File: src/rtl/serdes_pkg.sv
`default_nettype none
// ============================================================================
// Module      : serdes_pkg
// Description : Shared symbol constants and transmit FSM state encoding for
//               the serdes link (serializador / deserializador).
// Revision    : 1.0 - initial release
// ============================================================================
package serdes_pkg;

    // Special symbols, identical on transmit and receive sides
    localparam logic [7:0] STP = 8'hfb;
    localparam logic [7:0] SDP = 8'h5c;
    localparam logic [7:0] END = 8'hfd;
    localparam logic [7:0] EDB = 8'hfe;
    localparam logic [7:0] SKP = 8'h1c;
    localparam logic [7:0] IDL = 8'h7c;
    localparam logic [7:0] FTS = 8'h3c;
    localparam logic [7:0] COM = 8'hbc;

    // Symbol-source FSM: normal traffic plus the four slots of an ordered set
    typedef enum logic [2:0] {
        SYM     = 3'd0,
        SKP_COM = 3'd1,
        SKP_1   = 3'd2,
        SKP_2   = 3'd3,
        SKP_3   = 3'd4
    } serdes_state_e;

    // Increment that sticks at a ceiling instead of wrapping
    function automatic logic [15:0] sat_inc16(input logic [15:0] val,
                                              input logic [15:0] ceil);
        return (val >= ceil) ? ceil : (val + 16'd1);
    endfunction

endpackage : serdes_pkg
`default_nettype wire

File: src/rtl/serdes_shift_out.sv
`default_nettype none
// ============================================================================
// Module      : serdes_shift_out
// Description : 8-bit parallel-load, MSB-first shift register with the slot
//               bit counter. Loads a new symbol on every slot boundary
//               (bit_cnt == 7) and flags the cycle carrying bit 7.
// Revision    : 1.0 - initial release
// ============================================================================
module serdes_shift_out (
    input  logic       clk,
    input  logic       reset,
    input  logic [7:0] load_data_i,
    input  logic       load_dk_i,
    output logic       boundary_o,
    output logic       data_o,
    output logic       dk_o,
    output logic       sym_start_o
);

    logic [2:0] bit_cnt_q;
    logic [7:0] shreg_q;
    logic       dk_q;

    // Boundary is the last bit of the current slot; next symbol loads here
    assign boundary_o  = (bit_cnt_q == 3'd7);
    assign data_o      = shreg_q[7];
    assign dk_o        = dk_q;
    // bit_cnt only reaches 0 after a load, so this stays low out of reset
    assign sym_start_o = (bit_cnt_q == 3'd0);

    // Free-running slot counter, load on boundary, otherwise shift left
    always_ff @(posedge clk) begin
        if (reset) begin
            bit_cnt_q <= 3'd7;
            shreg_q   <= 8'd0;
            dk_q      <= 1'b0;
        end else begin
            bit_cnt_q <= bit_cnt_q + 3'd1;
            if (boundary_o) begin
                shreg_q <= load_data_i;
                dk_q    <= load_dk_i;
            end else begin
                shreg_q <= {shreg_q[6:0], 1'b0};
            end
        end
    end

endmodule : serdes_shift_out
`default_nettype wire

File: src/rtl/serializador.sv
`default_nettype none
// ============================================================================
// Module      : serializador
// Description : Transmit-side serializer. Accepts one symbol + K flag per
//               8-cycle slot via valid/ready, sends it MSB first, fills idle
//               slots with IDL. With SERDES_SKP_INSERT_EN defined, inserts a
//               COM,SKP,SKP,SKP ordered set every SKP_INTERVAL symbols.
// Macro       : SERDES_SKP_INSERT_EN (optional SKP ordered-set insertion)
// Revision    : 1.0 - initial release
// ============================================================================
module serializador
    import serdes_pkg::*;
#(
    parameter int unsigned SKP_INTERVAL = 64
) (
    input  logic       clk,
    input  logic       reset,
    input  logic       in_valid,
    output logic       in_ready,
    input  logic [7:0] in_data,
    input  logic       in_DK,
    output logic       data,
    output logic       DK,
    output logic       sym_start
);

    logic       w_boundary;
    logic [7:0] w_load_data;
    logic       w_load_dk;

    serdes_shift_out u_shift (
        .clk         (clk),
        .reset       (reset),
        .load_data_i (w_load_data),
        .load_dk_i   (w_load_dk),
        .boundary_o  (w_boundary),
        .data_o      (data),
        .dk_o        (DK),
        .sym_start_o (sym_start)
    );

`ifdef SERDES_SKP_INSERT_EN

    localparam logic [15:0] c_INTERVAL = 16'(SKP_INTERVAL);

    serdes_state_e state_q, state_d;
    logic [15:0]   sym_cnt_q, sym_cnt_d;
    logic [15:0]   w_cnt_inc;

    // FSM state and symbol counter registers
    always_ff @(posedge clk) begin
        if (reset) begin
            state_q   <= SYM;
            sym_cnt_q <= 16'd0;
        end else begin
            state_q   <= state_d;
            sym_cnt_q <= sym_cnt_d;
        end
    end

    // Source selection and ordered-set sequencing; only boundaries advance
    always_comb begin
        state_d     = state_q;
        sym_cnt_d   = sym_cnt_q;
        w_load_data = IDL;
        w_load_dk   = 1'b1;
        in_ready    = w_boundary && (state_q == SYM);
        w_cnt_inc   = sat_inc16(sym_cnt_q, c_INTERVAL);
        case (state_q)
            SYM: begin
                if (in_valid) begin
                    w_load_data = in_data;
                    w_load_dk   = in_DK;
                end
                if (w_boundary) begin
                    // The symbol loaded now completes the interval: the
                    // ordered set occupies the following four slots.
                    if (w_cnt_inc >= c_INTERVAL) begin
                        state_d   = SKP_COM;
                        sym_cnt_d = 16'd0;
                    end else begin
                        sym_cnt_d = w_cnt_inc;
                    end
                end
            end
            SKP_COM: begin
                w_load_data = COM;
                if (w_boundary) state_d = SKP_1;
            end
            SKP_1: begin
                w_load_data = SKP;
                if (w_boundary) state_d = SKP_2;
            end
            SKP_2: begin
                w_load_data = SKP;
                if (w_boundary) state_d = SKP_3;
            end
            SKP_3: begin
                w_load_data = SKP;
                if (w_boundary) state_d = SYM;
            end
            default: begin
                state_d = SYM;
            end
        endcase
    end

`else

    // Without SKP insertion every boundary accepts input or sends IDL
    always_comb begin
        in_ready    = w_boundary;
        w_load_data = IDL;
        w_load_dk   = 1'b1;
        if (in_valid) begin
            w_load_data = in_data;
            w_load_dk   = in_DK;
        end
    end

`endif

endmodule : serializador
`default_nettype wire
File: config.mk
export PLATFORM = sky130hd
export DESIGN_NAME = serializador
export DESIGN_NICKNAME = d
export VERILOG_FILES = /design/src/rtl/serdes_pkg.sv /design/src/rtl/serdes_shift_out.sv /design/src/rtl/serializador.sv
export SDC_FILE = /design/constraint.sdc
export NUM_CORES = 1
export LEC_CHECK = 0
export ABC_CLOCK_PERIOD_IN_PS = 1620
export BUFFER_PORTS_ARGS = -buffer_cell sky130_fd_sc_hd__buf_4
export CAP_MARGIN = 20
export CORE_AREA = 5 5 42 44
export DETAILED_ROUTE_END_ITERATION = 8
export DIE_AREA = 0 0 47 49
export PLACE_DENSITY = 0.59
export SLEW_MARGIN = 30
export SYNTH_ARGS = -nofsm -noshare
export SYNTH_HDL_FRONTEND = slang
export SYNTH_SLANG_ARGS = --single-unit
File: constraint.sdc
create_clock -name clk -period 1.62 [get_ports clk]
set_input_delay 0.162 -clock clk [delete_from_list [all_inputs] [get_ports clk]]
set_output_delay 0.162 -clock clk [all_outputs]
set_load 0.005 [all_outputs]
==> flow_metrics.env <==
export IMPL_crit_required_ns=1.46
export IMPL_root_buffer="clkbuf_4"
export IMPL_clk_pin_slew_ns=0.07
export IMPL_crit_slowest_cell="dfxtp_1"
export IMPL_dieWidth_microns=47
export IMPL_cts_tree="built"
export IMPL_grt_pass1_wl_microns=1440
export IMPL_finClkSkew_ns=0.00159
export IMPL_slowest_delay_ns=0.33
export IMPL_cts_setup_buffers=0
export IMPL_worst_slack_ns=0.302
export IMPL_avgSynthCellArea_sq_um=9.93
export IMPL_yosys_warnings=0
export IMPL_grt_setup_unrepaired="false"
export IMPL_dpl_instance_area_sq_um=616
export IMPL_drtAntennaViolNets=0
export IMPL_cts_hold_repair_buffers=0
export IMPL_core_area_sq_um=1400
export IMPL_grt_pass1_vias=369
export IMPL_cts_inserted_buffers=3
export IMPL_numClockSinks=12
export IMPL_fin_area_sq_um=638
export IMPL_synthSimpleGateAreaFrac_pct=16.1
export IMPL_synthAdderAreaFrac_pct=10.1
export IMPL_crit_chain="ha_1, ha_1, buf_4"
export IMPL_layout_commonest_cell="buf_4"
export IMPL_grt_remaining_overflow=0
export IMPL_period_share_pct=81.4
export IMPL_place_congestion=0.684
export IMPL_clock_path_buffers=2
export IMPL_mostFrequentLayoutCells="16 x buf_4, 12 x dfxtp_1, 8 x inv_1"
export IMPL_crit_type="reg2out"
export IMPL_die_area_sq_um=2300
export IMPL_fin_nets=84
export IMPL_drive_above_1_share_pct=34.8
export IMPL_ir_worst_vdd_mv=0.504
export IMPL_power_density_nw_per_um2=1040
export IMPL_synthesis_nets=66
export IMPL_ioPinCount=16
export IMPL_grt_max_degree=17
export IMPL_synth_compound_area_share_pct=15.1
export IMPL_cp_buffers_inverters=1
export IMPL_start_util_pct=35.4
export IMPL_setup_violations=0
export IMPL_synth_seq_cells=12
export IMPL_leakage_nw=0.309
export IMPL_rows=14
export IMPL_worst_pin_slew_ns=0.202
export IMPL_area_growth_pct=28.5
export IMPL_critPathTopFamily="adder cells"
export IMPL_drcViolationCount=0
export IMPL_io_buffer_count=15
export IMPL_routed_wl_microns=885
export IMPL_fmax_mhz=759
export IMPL_synth_cells=50
export IMPL_antennaDiodeCount=0
export IMPL_finalCriticalPeriod_ns=1.32
export IMPL_grt_usage_pct=9.06
export IMPL_start_kind="register"
export IMPL_outcome="complete, no violations"
export IMPL_insertion_delay_ns=0.26
export IMPL_drt_pass1_iterations=2
export IMPL_fp_dieH_microns=49
export IMPL_syn_area_sq_um=497
export IMPL_via_per_inst=4.49
export IMPL_setup_tns_ns=0
export IMPL_yosysUniqueCellTypes=14
export IMPL_crit_path_frequent_cell="ha_1"
export IMPL_synth_xor_area_share_pct=0
export IMPL_initialDrtViolationCount=3
export IMPL_hold_viol=0
export IMPL_end_kind="output port"
export IMPL_maxCapViolations=0
export IMPL_slew_headroom_pct=86.4
export IMPL_antenna_found_initial=0
export IMPL_wire_per_inst_microns=10.8
export IMPL_worstHoldPathType="in2reg"
export IMPL_crit_fanout=3
export IMPL_cts_repair_resized=0
export IMPL_via_count=368
export IMPL_dpl_hpwl_microns=639
export IMPL_synth_top_family_by_area="simple AND/OR/NAND/NOR gates"
export IMPL_critPathArrivalTime_ns=1.16
export IMPL_fin_util_pct=45.5
export IMPL_synth_mux_area_share_pct=0
export IMPL_final_max_slew_viol_count=0
export IMPL_htree_num_levels=1
export IMPL_ys_seq_area_share_pct=48.4
export IMPL_pre_cts_slack_ns=0.399
[state kept, by name, indices dropped and copies added (netlist names)]
register and flops:
u_shift.bit_cnt_q 3, u_shift.shreg_q 8, u_shift.dk_o 1
[power by group]
part / leakage (nW) / internal [mW] / total (mW) / switching (mW)
registers: 0.0994 / 0.332 / 0.346 / 0.0141
clock network: 0.0138 / 0.0857 / 0.172 / 0.0859
logic: 0.196 / 0.0776 / 0.145 / 0.0674
[per-stage QoR]
stage	hold slack (ns)	total power [mW]	std cells
after global routing	0.145	0.717	82
after CTS	0.151	0.676	82
final	0.163	0.662	82
after detailed placement	0.404	0.499	79
after global placement	0.400	0.497	79
after floorplan	0.269	0.448	50
[area by class of cell]
| type | count | area [sq um] |
|---|---|---|
| clock buffers | 3 | 22.5 |
| fillers | 140 | 763 |
| inverters | 8 | 30.0 |
| multi-input cells | 27 | 205 |
| flip-flops and latches | 12 | 240 |
| well taps | 16 | 20.0 |
| repair buffers | 16 | 120 |
[kinds of logic after synthesis]
group	after synthesis
AO/OA/AOI/OAI	8
adder cells (fa/ha/maj)	4
buffers and inverters	11
flip-flops	12
AND/OR/NAND/NOR	15
[metal layers]
layer	GRT usage, %	vias to the layer above	routed length, microns
met5	0	-	0
met4	6.91	0	0
met3	4.06	0	79
met2	11.3	11	388
met1	11.6	160	418
li1	-	197	-
[cells in the mapped netlist, drive strengths merged]
| cell type | instances | area, sq um |
|---|---|---|
| dfxtp | 12 | 240 |
| nand2b | 3 | 18.8 |
| nor2 | 6 | 22.5 |
| or2 | 2 | 12.5 |
| a21oi | 2 | 10.0 |
| and4b | 1 | 10.0 |
| nor2b | 1 | 6.26 |
| a311oi | 6 | 65.1 |
| ha | 4 | 50.1 |
| inv | 8 | 30.0 |
| buf | 3 | 21.3 |
| nand3 | 2 | 10.0 |
[final timing paths]
check / start / endpoint / slack [ns] / depth (start not counted)
setup reg to reg: u_shift.bit_cnt_q[0] / u_shift.shreg_q[7] / 0.39 / 5
setup / recovery: u_shift.bit_cnt_q[0] / in_ready / 0.30 / 3
hold / removal: in_data[0] / u_shift.shreg_q[0] / 0.16 / 2
hold reg to reg: u_shift.bit_cnt_q[0] / u_shift.bit_cnt_q[0] / 0.42 / 1
[worst register-to-register path, cell delays in order (launching register included)]
cell and delay (ns):
dfxtp_1 0.33, ha_1 0.22, ha_1 0.18, buf_4 0.18, nand2b_1 0.16, a21oi_1 0.11
Note: power is estimated with default switching activity, not from simulation.
